$ cat config.mk
export PLATFORM = sky130hd
export DESIGN_NAME = i2s_receiver
export DESIGN_NICKNAME = d
export VERILOG_FILES = /design/src/rtl/i2s_receiver.sv
export SDC_FILE = /design/constraint.sdc
export NUM_CORES = 1
export LEC_CHECK = 0
export ABC_AREA = 1
export CORE_MARGIN = 2
export CORE_UTILIZATION = 45
export CTS_BUF_LIST = sky130_fd_sc_hd__clkbuf_8 sky130_fd_sc_hd__clkbuf_16
export CTS_CLUSTER_DIAMETER = 120
export DETAILED_ROUTE_END_ITERATION = 16
export GPL_TIMING_DRIVEN = 0
export PLACE_DENSITY = 0.65
export SETUP_SLACK_MARGIN = 0.2
export SLEW_MARGIN = 0
export SYNTH_ARGS = -nofsm -noshare
export SYNTH_HDL_FRONTEND = slang
export SYNTH_SLANG_ARGS = --single-unit
$ cat constraint.sdc
create_clock -name clk -period 1.55 [get_ports clk]
set_clock_uncertainty 0.05 [all_clocks]
set_input_delay 0.31 -clock clk [delete_from_list [all_inputs] [get_ports clk]]
set_output_delay 0.31 -clock clk [all_outputs]
set_load 0.01 [all_outputs]
$ cat src/rtl/i2s_receiver.sv
// I2S receiver: syncs BCLK/LRCLK/SDATA into clk, deserializes signed L/R
// samples, tracks frame lock and hands pairs out over valid/ready.
// Ports: clk, reset_N (async low); BCLK, LRCLK, SDATA serial inputs;
// sample_left/right, sample_valid, sample_ready; overrun, clear_overrun;
// locked.
module i2s_receiver #(
  parameter int DATA_W  = 16,
  parameter int TIMEOUT = 1024
) (
  input  logic              clk,
  input  logic              reset_N,
  input  logic              BCLK,
  input  logic              LRCLK,
  input  logic              SDATA,
  output logic [DATA_W-1:0] sample_left,
  output logic [DATA_W-1:0] sample_right,
  output logic              sample_valid,
  input  logic              sample_ready,
  output logic              overrun,
  input  logic              clear_overrun,
  output logic              locked
);

  localparam int IW = $clog2(DATA_W + 1);
  localparam int TW = $clog2(TIMEOUT + 1);
  localparam logic [IW-1:0] IDX_SAT  = IW'(DATA_W);
  localparam logic [IW-1:0] IDX_LAST = IW'(DATA_W - 1);
  localparam logic [TW-1:0] TMO_LAST = TW'(TIMEOUT - 1);

  typedef enum logic [1:0] {
    ACQUIRE = 2'd0,
    TRAIN   = 2'd1,
    LOCKED  = 2'd2
  } state_e;

  // Synchronizers; bit 1 is the synced value, bclk bit 2 the edge delay.
  logic [2:0] bclk_q;
  logic [1:0] lr_s_q;
  logic [1:0] sd_s_q;

  // Edge stage
  logic rise_q;
  logic lr_e_q;
  logic sd_e_q;

  // Bit stage
  logic              lr_d_q;
  logic              lr_dd_q;
  logic [IW-1:0]     idx_q;
  logic [IW-1:0]     idx_d;
  logic              done_q;
  logic [DATA_W-1:0] sh_l_q;
  logic [DATA_W-1:0] sh_r_q;
  logic [DATA_W-1:0] left_word_q;
  logic [DATA_W-1:0] right_word_q;
  logic [DATA_W-1:0] word_nxt;
  logic              ch;
  logic              chg;
  logic              in_word;
  logic              cmp;

  // Per-rise events feeding the control stage
  logic ev_rise_q;
  logic ev_lstart_q;
  logic ev_ferr_q;
  logic ev_lcmp_q;
  logic ev_rcmp_q;

  // Control / output stage
  state_e            state_q;
  logic              locked_q;
  logic [TW-1:0]     tmo_q;
  logic              tmo_hit;
  logic              abort;
  logic              left_ok_q;
  logic              deliver;
  logic              accept;
  logic [DATA_W-1:0] left_q;
  logic [DATA_W-1:0] right_q;
  logic              valid_q;
  logic              ovr_q;

  always_ff @(posedge clk or negedge reset_N) begin
    if (!reset_N) begin
      bclk_q <= '0;
      lr_s_q <= '0;
      sd_s_q <= '0;
      rise_q <= 1'b0;
      lr_e_q <= 1'b0;
      sd_e_q <= 1'b0;
    end else begin
      bclk_q <= {bclk_q[1:0], BCLK};
      lr_s_q <= {lr_s_q[0], LRCLK};
      sd_s_q <= {sd_s_q[0], SDATA};
      rise_q <= bclk_q[1] & ~bclk_q[2];
      lr_e_q <= lr_s_q[1];
      sd_e_q <= sd_s_q[1];
    end
  end

  // I2S one-bit delay: the bit at this rise belongs to the LRCLK value
  // seen at the previous rise.
  assign ch  = lr_d_q;
  assign chg = lr_d_q ^ lr_dd_q;

  always_comb begin
    idx_d = idx_q;
    if (chg) begin
      idx_d = '0;
    end else if (idx_q != IDX_SAT) begin
      idx_d = idx_q + IW'(1);
    end
  end

  assign in_word  = idx_d < IDX_SAT;
  assign cmp      = rise_q && (idx_d == IDX_LAST);
  assign word_nxt = ch ? {sh_r_q[DATA_W-2:0], sd_e_q}
                       : {sh_l_q[DATA_W-2:0], sd_e_q};

  always_ff @(posedge clk or negedge reset_N) begin
    if (!reset_N) begin
      lr_d_q       <= 1'b0;
      lr_dd_q      <= 1'b0;
      idx_q        <= '0;
      done_q       <= 1'b0;
      sh_l_q       <= '0;
      sh_r_q       <= '0;
      left_word_q  <= '0;
      right_word_q <= '0;
      ev_rise_q    <= 1'b0;
      ev_lstart_q  <= 1'b0;
      ev_ferr_q    <= 1'b0;
      ev_lcmp_q    <= 1'b0;
      ev_rcmp_q    <= 1'b0;
    end else begin
      ev_rise_q   <= rise_q;
      ev_lstart_q <= rise_q & chg & ~ch;
      ev_ferr_q   <= rise_q & chg & ~done_q;
      ev_lcmp_q   <= cmp & ~ch;
      ev_rcmp_q   <= cmp & ch;
      if (rise_q) begin
        lr_d_q  <= lr_e_q;
        lr_dd_q <= lr_d_q;
        idx_q   <= idx_d;
        if (in_word) begin
          if (ch) sh_r_q <= word_nxt;
          else    sh_l_q <= word_nxt;
        end
        if (cmp && !ch) left_word_q  <= word_nxt;
        if (cmp && ch)  right_word_q <= word_nxt;
        if (chg)        done_q <= 1'b0;
        else if (cmp)   done_q <= 1'b1;
      end
    end
  end

  assign tmo_hit = !ev_rise_q && (tmo_q == TMO_LAST);
  assign abort   = ev_ferr_q || tmo_hit;
  assign deliver = ev_rcmp_q &&
                   ((state_q == LOCKED) ||
                    ((state_q == TRAIN) && left_ok_q));
  assign accept  = valid_q && sample_ready;

  // In ACQUIRE a left-slot start begins training even if the slot it
  // interrupts was partial: that is the normal way to join a stream.
  always_ff @(posedge clk or negedge reset_N) begin
    if (!reset_N) begin
      state_q  <= ACQUIRE;
      locked_q <= 1'b0;
    end else begin
      unique case (state_q)
        ACQUIRE: begin
          if (ev_lstart_q) state_q <= TRAIN;
        end
        TRAIN: begin
          if (abort) begin
            state_q <= ACQUIRE;
          end else if (ev_rcmp_q && left_ok_q) begin
            state_q  <= LOCKED;
            locked_q <= 1'b1;
          end
        end
        LOCKED: begin
          if (abort) begin
            state_q  <= ACQUIRE;
            locked_q <= 1'b0;
          end
        end
        default: begin
          state_q  <= ACQUIRE;
          locked_q <= 1'b0;
        end
      endcase
    end
  end

  always_ff @(posedge clk or negedge reset_N) begin
    if (!reset_N) begin
      tmo_q     <= '0;
      left_ok_q <= 1'b0;
      left_q    <= '0;
      right_q   <= '0;
      valid_q   <= 1'b0;
      ovr_q     <= 1'b0;
    end else begin
      if (ev_rise_q)     tmo_q <= '0;
      else if (!tmo_hit) tmo_q <= tmo_q + TW'(1);
      if (ev_lstart_q)    left_ok_q <= 1'b0;
      else if (ev_lcmp_q) left_ok_q <= 1'b1;
      if (deliver) begin
        left_q  <= left_word_q;
        right_q <= right_word_q;
        valid_q <= 1'b1;
      end else if (accept) begin
        valid_q <= 1'b0;
      end
      // A fresh overrun beats a simultaneous clear.
      if (deliver && valid_q && !sample_ready) ovr_q <= 1'b1;
      else if (clear_overrun)                  ovr_q <= 1'b0;
    end
  end

  assign sample_left  = left_q;
  assign sample_right = right_q;
  assign sample_valid = valid_q;
  assign overrun      = ovr_q;
  assign locked       = locked_q;

endmodule

==> Yosys cells after proc, flatten, opt, wreduce, memory -nomap -nowiden <==
Index checks and enable logic that the tools add are counted.
{ "totals": {"regBits": 134, "output_inout_bits": 35} }
{ "classes": {"n_bitwise": 11, "muxes": 22, "n_addsub": 2, "order_cmp": 1, "reduce_logical": 27, "n_eq_ne": 11} }
{ "ops": {"columns": ["operator", "n"], "rows": [
  ["$mux W11", 2],
  ["$mux W16", 1],
  ["$add A11 B1 Y11 const B", 1],
  ["$eq A11 B10 Y1 const B", 1],
  ["$mux W1", 11],
  ["$logic_and A1 B1 Y1", 10],
  ["$mux W5", 2],
  ["$reduce_and A3 Y1", 3],
  ["$mux W2", 4],
  ["$ne A2 B2 Y1 const B", 4],
  ["$reduce_bool A2 Y1", 4],
  ["$and A1 B1 Y1", 6],
  ["$pmux W2 S3", 1],
  ["$reduce_and A2 Y1", 3],
  ["$add A5 B1 Y5 const B", 1],
  ["$eq A5 B4 Y1 const B", 1],
  ["$lt A5 B5 Y1 const B", 1],
  ["$ne A5 B5 Y1 const B", 1],
  ["$not A1 Y1", 4],
  ["$reduce_and A4 Y1", 1],
  ["$logic_not A1 Y1", 3],
  ["$ne A3 B2 Y1 const B", 1],
  ["$pmux W1 S3", 1],
  ["$eq A2 B1 Y1 const B", 1],
  ["other kinds (5)", 6]
]} }

==> Longest topological paths before layout <==
{ "depth": {"ltp_word": 7, "ltp_mapped": 11} }

==> Worst setup path before layout <==
Ideal clock, no wire load.
{ "synth_path": {"kind": "register -> register", "start": "register idx_q[0]", "end": "register left_word_q[12]", "period_less_slack_ps": 1575, "required_ps": 1383, "setup_slack_ps": -25, "stages_incl_launch_ff": 9, "arrival_ps": 1407, "path_cell_list": "dfrtp_1 -> ha_1 -> xor2_1 -> nand3_2 -> nor2_4 -> nand3_4 -> buf_6 -> nand2_1 -> o21ai_2"} }
{ "synth_via": {"elab_chain_len": 7, "word_cells_on_any_way": 8} }
{ "synth_rtl": {"columns": ["item", "line", "source"], "rows": [
  ["start, declared", "49", "logic [IW-1:0] idx_q;"],
  ["start signal, assigned", "144", "idx_q <= idx_d;"],
  ["$add A5 B1 Y5 or $ne A5 B5 Y1 (tied branches)", "111, 110", null],
  ["$mux W5 *", "110", "end else if (idx_q != IDX_SAT) begin"],
  ["$mux W5 *", "108", "if (chg) begin"],
  ["$eq A5 B4 Y1 *", "116", "assign cmp = rise_q && (idx_d == IDX_LAST);"],
  ["$logic_and A1 B1 Y1 *", "116", null],
  ["$logic_and A1 B1 Y1 *", "149", "if (cmp && !ch) left_word_q <= word_nxt;"],
  ["$reduce_and A2 Y1 (no source line) *", null, null],
  ["end signal, assigned", "149", null],
  ["end, declared", "54", "logic [DATA_W-1:0] left_word_q;"]
]} }
Mark *: on every way between the ends. The rest lies on a longest branch, timed or not.
A chain may end at the register's enable or synchronous reset.

==> Worst setup path after layout <==
{ "layout_path": {"start": "register idx_q[1]", "end": "register left_word_q[11]"} }
Same word-level chain as after synthesis.

==> results.cfg <==
[outcome]
status = finished with violations
violations = setup timing

[synthesis]
synth_ff_type = dfrtp_1
synth_area_leaders = dfrtp_1 (63%), nand2_1 (15%), inv_1 (3.6%)
muxShareOfSynthArea = 0
synthCells = 552
syn_area_sq_um = 5298
synth-seq-cells = 134
syn_nets = 562
yosysTopAreaCellShare = 0.6330
ys_warn_count = 0
synth_compound_area_frac = 0.08880
synth_area_leader_cell = dfrtp_1
yosys.area_share.simple = 0.1946
syn_area_per_cell_sq_um = 9.597
synth_fa_ha_area_frac = 0.007085
async_flop_share = 1.000
ys_types = 31
synth-xor-area-share = 0.01346
synth_top_family_by_area = simple AND/OR/NAND/NOR gates
synth_edf_count = 0
yosysSeqAreaShare = 0.6330

[setup_path]
reg2reg_depth = 9
slowest_delay_ps = 430
cp_max_fo = 10
setup.worst_path.start_class = flop
cp_common_cell = buf_12
arrival_ps = 2060
path_class = reg -> reg
r2r_slack_ps = -250
critPathCaptureType = flop
cp.depth = 9
path_buf_inv = 2
path_cells = ha_4 > xor2_2 > nand3_2 > nor2_4 > nand3_4 > buf_12 > buf_12 > nand2_2 > o21ai_2
cp_slowest_cell = dfrtp_1
required_ps = 1810
path_delay_family = simple AND/OR/NAND/NOR gates

[clocking]
numCtsBuffers = 17
cts_tree = done
root_buffer = clkbuf_16
clock-sinks = 134
cts_max_path_buffers = 2
h-tree-depth = 4
clkTransAtPathRegs_ps = 60
clk-insertion-delay-late_ps = 430

[power_and_ir_drop]
swShare = 0.2718
vdd_ir_drop_max_uv = 788.3
p_sw_w = 0.002609
finalPower_w = 0.009599
power_frac_seq = 0.426
internal_power_w = 0.006990
power_frac_clock = 0.421
power_frac_comb = 0.153
p_per_area_nw_per_um2 = 1298
p_leak_nw = 3.736

[timing]
tightest_slew_ps = 469.8
max_slew_margin = 0.6868
slew_viol_final = 0
timing.fmax_ghz = 0.5557
post-route-period-util = 1.161
period_minus_slack_ps = 1800
setup_slack_ps = -249.6
finalSetupViolCount = 60
hold_viol = 0
rsz0062_at_grt = true

[die]
core_sq_um = 11470
io_pins = 42
die_h_um = 112.5
row_count = 39
die_w_um = 112.5
die-area_sq_um = 12660
initial_core_util = 0.4620

[route]
route.antenna.remaining_nets = 0
drc = 0
drt_iter0_drc = 257
avgViaCountPerCell = 5.019
first_pass_iters = 4
wl_per_cell_um = 14.76
via_count = 4055
routed_wl_um = 11920

[placement]
dp_hpwl_um = 6702
placed_area_sq_um = 5943
io_buffers = 41
finalWeightedCongestion = 0.7968

[finish]
multi_input_area_sq_um = 2081
nets = 663
syn2layout_area_growth_pct = 39.63
design_area_sq_um = 7397
fillerInstances = 861
final_core_util = 0.6451
layout-drive-gt1-share = 0.3955
diodes = 0
register_area_sq_um = 3354

[hold_path]
min_path_cells = 1
worstHoldPathType = in -> reg

[global_routing]
grt_pass1_vias = 3944
grt_max_degree = 93
grt_usage = 0.1857
grt_pass1_wl_um = 18650
antenna_found_initial = 0
grt-ovfl-total = 0

[job]
drv_cap = 0
-- repair_timing --
action                                 in CTS  in global routing
endpoints found under the hold margin      42                  0
setup endpoints to repair                 146                111
pin swaps                                  13                 17
gates resized for setup                   217                143
setup buffers                              20                 14
hold buffers                                1                  0
cloned                                      3                  2
-- sequential cells by signal (all words and copies together), names as in the netlist, 3 cells and up --
name          count
bclk_q            3
idx_q             5
left_word_q      16
right_word_q     16
sample_left      16
sample_right     16
sh_l_q           15
sh_r_q           15
tmo_q            11
-- Yosys cell counts, types with 2 or more instances --
cell and n:
buf_2 3, nand3_1 14, ha_1 3, a21oi_1 9
nand2_1 206, xor2_1 3, clkbuf_1 6, buf_6 7
inv_1 51, xnor2_1 2, nand2_2 3, dfrtp_1 134
inv_2 3, o21ai_0 38, nor3_1 2, o21ai_1 15
nor2_1 23, nand3_2 2, nand4_1 2, o21ai_2 15
-- logic make-up after synthesis --
logic type	count (synthesis)
simple gates	255
flops	134
compound gates	81
buf+inv	73
xor+xnor	6
fa+ha+maj	3
-- worst register-to-register path, cell delays in order, from the launching register on --
cell and delay, ps:
dfrtp_1 430, ha_4 200, xor2_2 170, nand3_2 120
nor2_4 170, nand3_4 110, buf_12 160, buf_12 150
nand2_2 70, o21ai_2 60
-- cell type report --
type,count,area share
Clock inverter,10,0.01624
Clock buffer,21,0.06495
Multi-Input combinational cell,345,0.2813
Timing Repair Buffer,82,0.09625
Tap cell,143,0.02419
Buffer,18,0.03197
Sequential cell,134,0.4535
Inverter,55,0.03163
-- power groups by stage --
stage | registers, W | clock network (W) | logic (W)
floorplan | 0.00403 | 0 | 0.000674
global placement | 0.00407 | 0 | 0.000862
detailed placement | 0.00408 | 0 | 0.000909
CTS | 0.00404 | 0.00410 | 0.00118
global route | 0.00412 | 0.00427 | 0.00160
finish | 0.00409 | 0.00404 | 0.00146
-- path summary, 6_finish.rpt --
path | start | endpoint
worst max-delay path | idx_q[1]$_DFFE_PN0P_ | left_word_q[11]$_DFFE_PN0P_
worst min-delay path | LRCLK | lr_s_q[0]$_DFF_PN0_
worst max register to register | idx_q[1]$_DFFE_PN0P_ | left_word_q[11]$_DFFE_PN0P_
worst min register to register | bclk_q[0]$_DFF_PN0_ | bclk_q[1]$_DFF_PN0_
max in group asynchronous | reset_N | sample_right[11]$_DFFE_PN0P_
min in group asynchronous | reset_N | tmo_q[2]$_DFFE_PN0P_
-- routing by layer --
| layer | GRT usage | vias to the layer above | share of wire |
|---|---|---|---|
| met4 | 0.07805 | 0 | 0.019 |
| met2 | 0.2968 | 78 | 0.50 |
| met5 | 0 | - | 0 |
| met3 | 0.05022 | 21 | 0.036 |
| li1 | - | 1947 | - |
| met1 | 0.2413 | 2009 | 0.44 |
-- cell usage in the layout (no fill, tap or decap), types with 10 or more instances in the layout --
master	Yosys	routed
buf_2	3	36
buf_4	1	17
buf_6	7	22
clkbuf_16	0	19
dfrtp_1	134	133
inv_1	51	42
nand2_1	206	154
nand2_2	3	36
nand2_4	1	18
nor2_1	23	16
o21ai_0	38	10
o21ai_1	15	20
o21ai_2	15	38
-- metrics by stage --
step / cells / hold WS (ps) / setup WS (ps) / setup TNS, ps
3_3_place_gp: 736 / 281.8 / -5060 / -685550
5_1_grt: 808 / 275.1 / -303.8 / -12520
4_1_cts: 792 / 265.5 / -167.6 / -6291
6_report: 808 / 277.7 / -249.6 / -7893
2_1_floorplan: 552 / -35.59 / -13.69 / -41.06
3_5_place_dp: 737 / 211.3 / -275.6 / -13320
No activity file was read; power rests on OpenSTA's default activity.
